$ cat config.mk
export PLATFORM = sky130hd
export DESIGN_NAME = serial_sub
export DESIGN_NICKNAME = d
export VERILOG_FILES = /design/src/rtl/serial_sub.sv
export SDC_FILE = /design/constraint.sdc
export NUM_CORES = 1
export LEC_CHECK = 0
export BUFFER_PORTS_ARGS = -buffer_cell sky130_fd_sc_hd__buf_2
export CAP_MARGIN = 20
export CORE_AREA = 4 4 59 61
export DETAILED_ROUTE_END_ITERATION = 8
export DIE_AREA = 0 0 63 65
export GPL_ROUTABILITY_DRIVEN = 0
export HOLD_SLACK_MARGIN = 0.06
export PLACE_DENSITY = 0.76
export SETUP_SLACK_MARGIN = 0.15
export SYNTH_ARGS = -nofsm -noshare
export SYNTH_HDL_FRONTEND = slang
export SYNTH_SLANG_ARGS = --single-unit
$ cat constraint.sdc
create_clock -name clk -period 2 [get_ports clk]
set_clock_uncertainty 0.2 [all_clocks]
set_input_delay 0.2 -clock clk [delete_from_list [all_inputs] [get_ports clk]]
set_output_delay 0.2 -clock clk [all_outputs]
set_load 0.01 [all_outputs]
$ cat src/rtl/serial_sub.sv
// Bit-serial a-b, LSB first, one half-subtractor pair per clock; done WIDTH edges after the start edge.
// No backpressure: start is honoured only in IDLE, ignored (not queued) while busy.
module serial_sub #(
  parameter int WIDTH = 8
) (
  input  logic             clk,
  input  logic             rst,
  input  logic             start,
  input  logic [WIDTH-1:0] a,
  input  logic [WIDTH-1:0] b,
  output logic             busy,
  output logic             done,
  output logic [WIDTH-1:0] diff,
  output logic             bout,
  output logic             d_ser,
  output logic             d_ser_valid
);

  localparam int CW = $clog2(WIDTH) + 1;

  typedef enum logic [1:0] {IDLE, RUN, DONE} state_t;

  state_t           r_state;
  logic [WIDTH-1:0] r_sa;
  logic [WIDTH-1:0] r_sb;
  logic [WIDTH-1:0] r_diff;
  logic [CW-1:0]    r_cnt;
  logic             r_br;
  logic             r_bout;
  logic             r_dser;
  logic             r_dv;

  logic w_x;
  logic w_y;
  logic w_d;
  logic w_bnext;

  // Two cascaded half subtractors: x-y first, then subtract the incoming borrow.
  assign w_x     = r_sa[0];
  assign w_y     = r_sb[0];
  assign w_d     = w_x ^ w_y ^ r_br;
  assign w_bnext = (~w_x & w_y) | (~(w_x ^ w_y) & r_br);

  always_ff @(posedge clk or posedge rst) begin
    if (rst) begin
      r_state <= IDLE;
      r_sa    <= '0;
      r_sb    <= '0;
      r_diff  <= '0;
      r_cnt   <= '0;
      r_br    <= 1'b0;
      r_bout  <= 1'b0;
      r_dser  <= 1'b0;
      r_dv    <= 1'b0;
    end else begin
      case (r_state)
        IDLE: begin
          if (start) begin
            r_sa    <= a;
            r_sb    <= b;
            r_br    <= 1'b0;
            r_cnt   <= '0;
            r_state <= RUN;
          end
        end
        RUN: begin
          r_dser <= w_d;
          r_dv   <= 1'b1;
          r_diff <= {w_d, r_diff[WIDTH-1:1]};
          r_sa   <= r_sa >> 1;
          r_sb   <= r_sb >> 1;
          r_br   <= w_bnext;
          r_cnt  <= r_cnt + CW'(1);
          if (r_cnt == CW'(WIDTH - 1)) begin
            r_bout  <= w_bnext;
            r_state <= DONE;
          end
        end
        DONE: begin
          r_dv    <= 1'b0;
          r_state <= IDLE;
        end
        default: r_state <= IDLE;
      endcase
    end
  end

  assign busy        = (r_state == RUN) || (r_state == DONE);
  assign done        = (r_state == DONE);
  assign diff        = r_diff;
  assign bout        = r_bout;
  assign d_ser       = r_dser;
  assign d_ser_valid = r_dv;

endmodule

==> Word level (Yosys, flattened, before mapping) <==
Cells that the tools add are included.
{ "totals": {"inputBits": 19, "word_cells": 41, "ff_bits": 34} }
{ "op_classes": {"n_mux": 12, "eq_ne": 5, "n_addsub": 1, "reduce_logical": 7, "n_bitwise": 7} }
{ "op_table": {"columns": ["op", "count"], "rows": [
  ["8-bit case mux with 2 select lines", 2],
  ["8-bit two-way mux", 2],
  ["4-bit case mux with 2 select lines", 1],
  ["2-bit AND reduction", 3],
  ["4-bit by 1-bit adder with 4-bit output (second input constant)", 1],
  ["4-bit by 3-bit equality test with 1-bit output (second input constant)", 1],
  ["2-bit two-way mux", 2],
  ["4-bit two-way mux", 1],
  ["2-bit != test (second input constant)", 2],
  ["1-bit case mux with 2 select lines", 2],
  ["2-bit case mux with 2 select lines", 1],
  ["2-bit nonzero test", 2],
  ["1-bit AND", 2],
  ["2-bit by 1-bit equality test with 1-bit output (second input constant)", 1],
  ["2-bit equality test (second input constant)", 1],
  ["2-bit zero test", 1],
  ["1-bit NOT", 2],
  ["1-bit bitwise XOR", 2],
  ["1-bit logical OR", 1],
  ["1-bit two-way mux", 1],
  ["1-bit OR", 1]
]} }

==> Depth between registers and ports, before layout <==
{ "logic_depth": {"depth_word": 5, "ltp_mapped": 8} }

==> Least setup slack after synthesis <==
Ideal clock, no wire load.
{ "synth_path": {"kind": "reg-to-reg", "from": "register r_state[0]", "to": "register r_sa[7]", "arrival_time_ps": 1300, "setup_slack_ps": 417, "path_buffers": 2, "stages_incl_launch_ff": 8, "path_cell_list": "dfrtp_1 > inv_1 > ha_1 > mux2i_2 > buf_6 > buf_6 > nand2_1 > o21ai_0"} }
{ "synth_via": {"elab_chain_cells": 3, "elab_cells_between_ends": 6, "classes_between": "eq/ne (2); mux (1); reduce/logical (3)"} }
{ "synth_rtl": {"columns": ["item", "line_no", "rtl"], "rows": [
  ["from (decl)", "23", "state_t r_state;"],
  ["from (signal assigned)", "46", "r_state <= IDLE;"],
  ["from (signal assigned)", "63", "r_state <= RUN;"],
  ["from (signal assigned)", "76", "r_state <= DONE;"],
  ["2-bit by 1-bit equality test with 1-bit output / 2-bit zero test (equally long branches)", "56", "case (r_state)"],
  ["2-bit nonzero test (no line) / 2-bit != test (equally long branches)", null, null],
  ["2-bit AND reduction (no line)", null, null],
  ["to (signal assigned)", "70", "r_sa <= r_sa >> 1;"],
  ["to (decl)", "24", "logic [WIDTH-1:0] r_sa;"]
]} }
Parallel ways exist; a longest one is shown, timed or not.
A chain may end at the register's enable or synchronous reset.

==> Worst setup path in the final report <==
{ "layout_path": {"from": "register r_state[0]", "to": "register r_cnt[2]"} }
{ "layout_via": {"elab_chain_cells": 3, "elab_cells_between_ends": 6, "classes_between": "eq/ne (2); mux (1); reduce/logical (3)"} }
{ "layout_rtl": {"columns": ["item", "line_no", "rtl"], "rows": [
  ["2-bit by 1-bit equality test with 1-bit output / 2-bit zero test (equally long branches)", "56", null],
  ["2-bit nonzero test (no line) / 2-bit != test (equally long branches)", null, null],
  ["2-bit AND reduction (no line)", null, null],
  ["to (signal assigned)", "73", "r_cnt <= r_cnt + CW'(1);"],
  ["to (decl)", "27", "logic [CW-1:0] r_cnt;"]
]} }
Parallel ways exist; a longest one is shown, timed or not.

==> impl_results.md <==
- Status: completed
- Post-CTS setup buffers: 0
- Final Cell Area: roughly 2000 um^2
- Arr. time, crit path: ~1.8 ns
- CP Data Required Time: roughly 2.0 ns
- Worst-path clk slew: about 0.1 ns
- CTS buffer count: 5
- Total power: around 2.9 mW
- Startpoint type of the worst setup path: flop
- Main synth FF type: dfrtp_1
- Layout Nets: about 210
- Fraction of layout cells with a size suffix above 1: roughly 29%
- P_leak: approximately 0.94 nW
- Total GRT Usage: between 10% and 20%
- Setup TNS: 0 ns
- Post-synth EDFFs: 0
- Cells after Synth: 136
- Worst Tran Pin Value: a little over 0.4 ns
- Synth area leader: dfrtp_1
- ANT cells: 0
- Die area: 4100 um^2
- Final setup fails: 0
- Critical Path End Type: flop
- CTS tree: built
- Initial antenna violation count: 0
- Routed vias: 1160
- Placed cell areas: 1710 um^2
- CTS Buffer Depth: 2
- Hold slack: 0.276 ns
- Peak Freq: approximately 0.57 GHz
- Worst-Skew Late Latency: ~0.33 ns
- Share of the synthesized area in the top cell type: about 54%
- Initial Util: between 50% and 60%
- Slew HR: 73.2%
- Delay-heaviest family, CP: flip-flops
- Sequential area share after synthesis: about 54%
- Final WS setup: 0.247 ns
- Critical setup path kind: reg2reg
- Clk sink count: 33
- Synthesized cell area: between 1500 and 2000 um^2
- Worst vdd ir: ~0.74 mV
- Synthesis-to-finish area growth: 29.5%
- Avg Vias per Cell: 5.25
- Filler cells: around 230
- Synthesized flop and latch total: 33
- Grt ovf: 0
- Distinct cells, synth: 27
- Wirelength per Cell: 14.1 um
- Root Driver: clkbuf_4
- PwrDens: between 1000 and 1500 nW/um^2
- Vias in the first global route: between 1000 and 1500
- CP max-delay cell: dfrtp_1
- Routed Wire Length: ~3.1 mm
- Commonest cells post-synth: dfrtp_1 (33), nand2_1 (23), o21ai_0 (16)
- Syn nets: 160
- Max-cap violation count: 0
- Hold Path Class: in2async
- Mapped Avg Cell Area: 11.3 um^2
- H-tree level count: 2
- Cell Rows: 20
- First-pass GRT wire length: roughly 5.3 mm
- Crit path time final: ~1.8 ns
- Drt first pass iters: 4
- Crit-path cells: inv_1 > ha_2 > mux2i_4 > buf_12 > o221ai_1
- Height of the chip: ~65 um
- Ys Warns: 0
- RSZ-0062 raised after global routing: false
- Final period util: between 80 and 90%
- Die width: around 63 um
- Post-route DRC: 0
- Post-synth ARST share: 100%
- Synth top area cells: dfrtp_1 (54%), mux2i_1 (9.1%), mux2_2 (5.9%), nand2_1 (5.6%), o21ai_0 (5.2%)
- Core area: ~3000 um^2
- CP peak stage delay: 0.41 ns
- Worst slack, placed: between 0.15 and 0.2 ns
- Hpwl dp: 1.93 mm
- ANT nets after route: 0
- WP buf/inv: 2
- Hold Vio Cnt, Final: 0
- Most frequent cell after synthesis: dfrtp_1
- Pin count of the biggest net entering global routing: 38
- Starting DRC count in detailed routing: 18
- Crit Path Max Fanout: 37
- Max-slew violation count: 0
- I/O pin count: 32
- Number of port buffers: 31
[repair_timing]
action | in CTS | in global routing
hold buffers | 18 | 0
setup endpoints to repair | 0 | 5
gates resized for setup | 0 | 3
endpoints found under the hold margin | 51 | 0
[layer usage]
layer,global-route usage (%),vias up,routed length [um]
met2,28.3,28,1550
met3,5.89,4,172
met5,0,-,0
met1,20.1,561,1370
li1,-,567,-
met4,4.96,0,35
[final timing paths]
kind	start	to	slack [ns]	cells after the start
worst min register to register	r_sb[3]	r_sb[3]	0.29	2
worst max register to register	r_state[0]	r_cnt[2]	0.25	5
worst max-delay path	r_state[0]	r_cnt[2]	0.25	5
max in group asynchronous	rst	diff[2]	1.02	4
worst min-delay path	rst	r_sa[5]	0.28	4
min in group clk	r_sb[3]	r_sb[3]	0.29	2
[cell usage in the layout (no fill, tap or decap), drive strengths merged, types with 2 or more instances in the layout]
master / Yosys / final
buf: 8 / 34
dfrtp: 33 / 33
nand2: 23 / 23
dlygate4sd3: 0 / 18
o21ai: 18 / 18
mux2i: 15 / 15
mux2: 8 / 8
clkbuf: 1 / 7
inv: 6 / 6
a21oi: 5 / 5
ha: 4 / 4
nor2: 2 / 2
nand3b: 2 / 2
clkinv: 0 / 2
[registers in the layout, indices dropped and copies added (netlist names)]
| register | cells |
|---|---|
| diff | 8 |
| r_sa | 8 |
| bout | 1 |
| r_sb | 8 |
| r_state | 2 |
| r_br | 1 |
| d_ser_valid | 1 |
| r_cnt | 4 |
[report_power, final]
group	total (mW)	leakage, nW	internal, mW	switching, mW
Clock	0.350	0.0320	0.134	0.216
Sequential	1.16	0.410	0.967	0.195
Combinational	1.34	0.502	0.674	0.668
Total	2.85	0.944	1.78	1.08
[worst min-delay path, delay by kind of cell]
| kind | cells | cell delay, ns |
|---|---|---|
| buffers and inverters | 4 | 1.04 |
[metrics by stage]
stage	instances	utilization, %
after floorplan	136	-
after global placement	194	57.6
after detailed placement	194	57.6
after CTS	220	65.3
after global routing	221	66.6
final	221	66.6
[cell families after synthesis]
family          count (synthesis)  share of synthesized area, %
compound gates                 29                          11.3
buf+inv                        15                          5.55
mux                            23                          15.9
fa+ha+maj                       5                          4.57
flops                          33                          53.9
simple gates                   31                          8.82
[final cells by class]
class                      count  area, um^2  area share [%]
tap                           33        41.3            2.08
multi-input combinational     88         636            32.0
clock inverter                 2        10.0           0.504
inverter                       6        22.5            1.13
timing repair buffer          53         408            20.6
sequential                    33         826            41.6
clock buffer                   6        41.3            2.08
(Power assumes the default switching activity.)
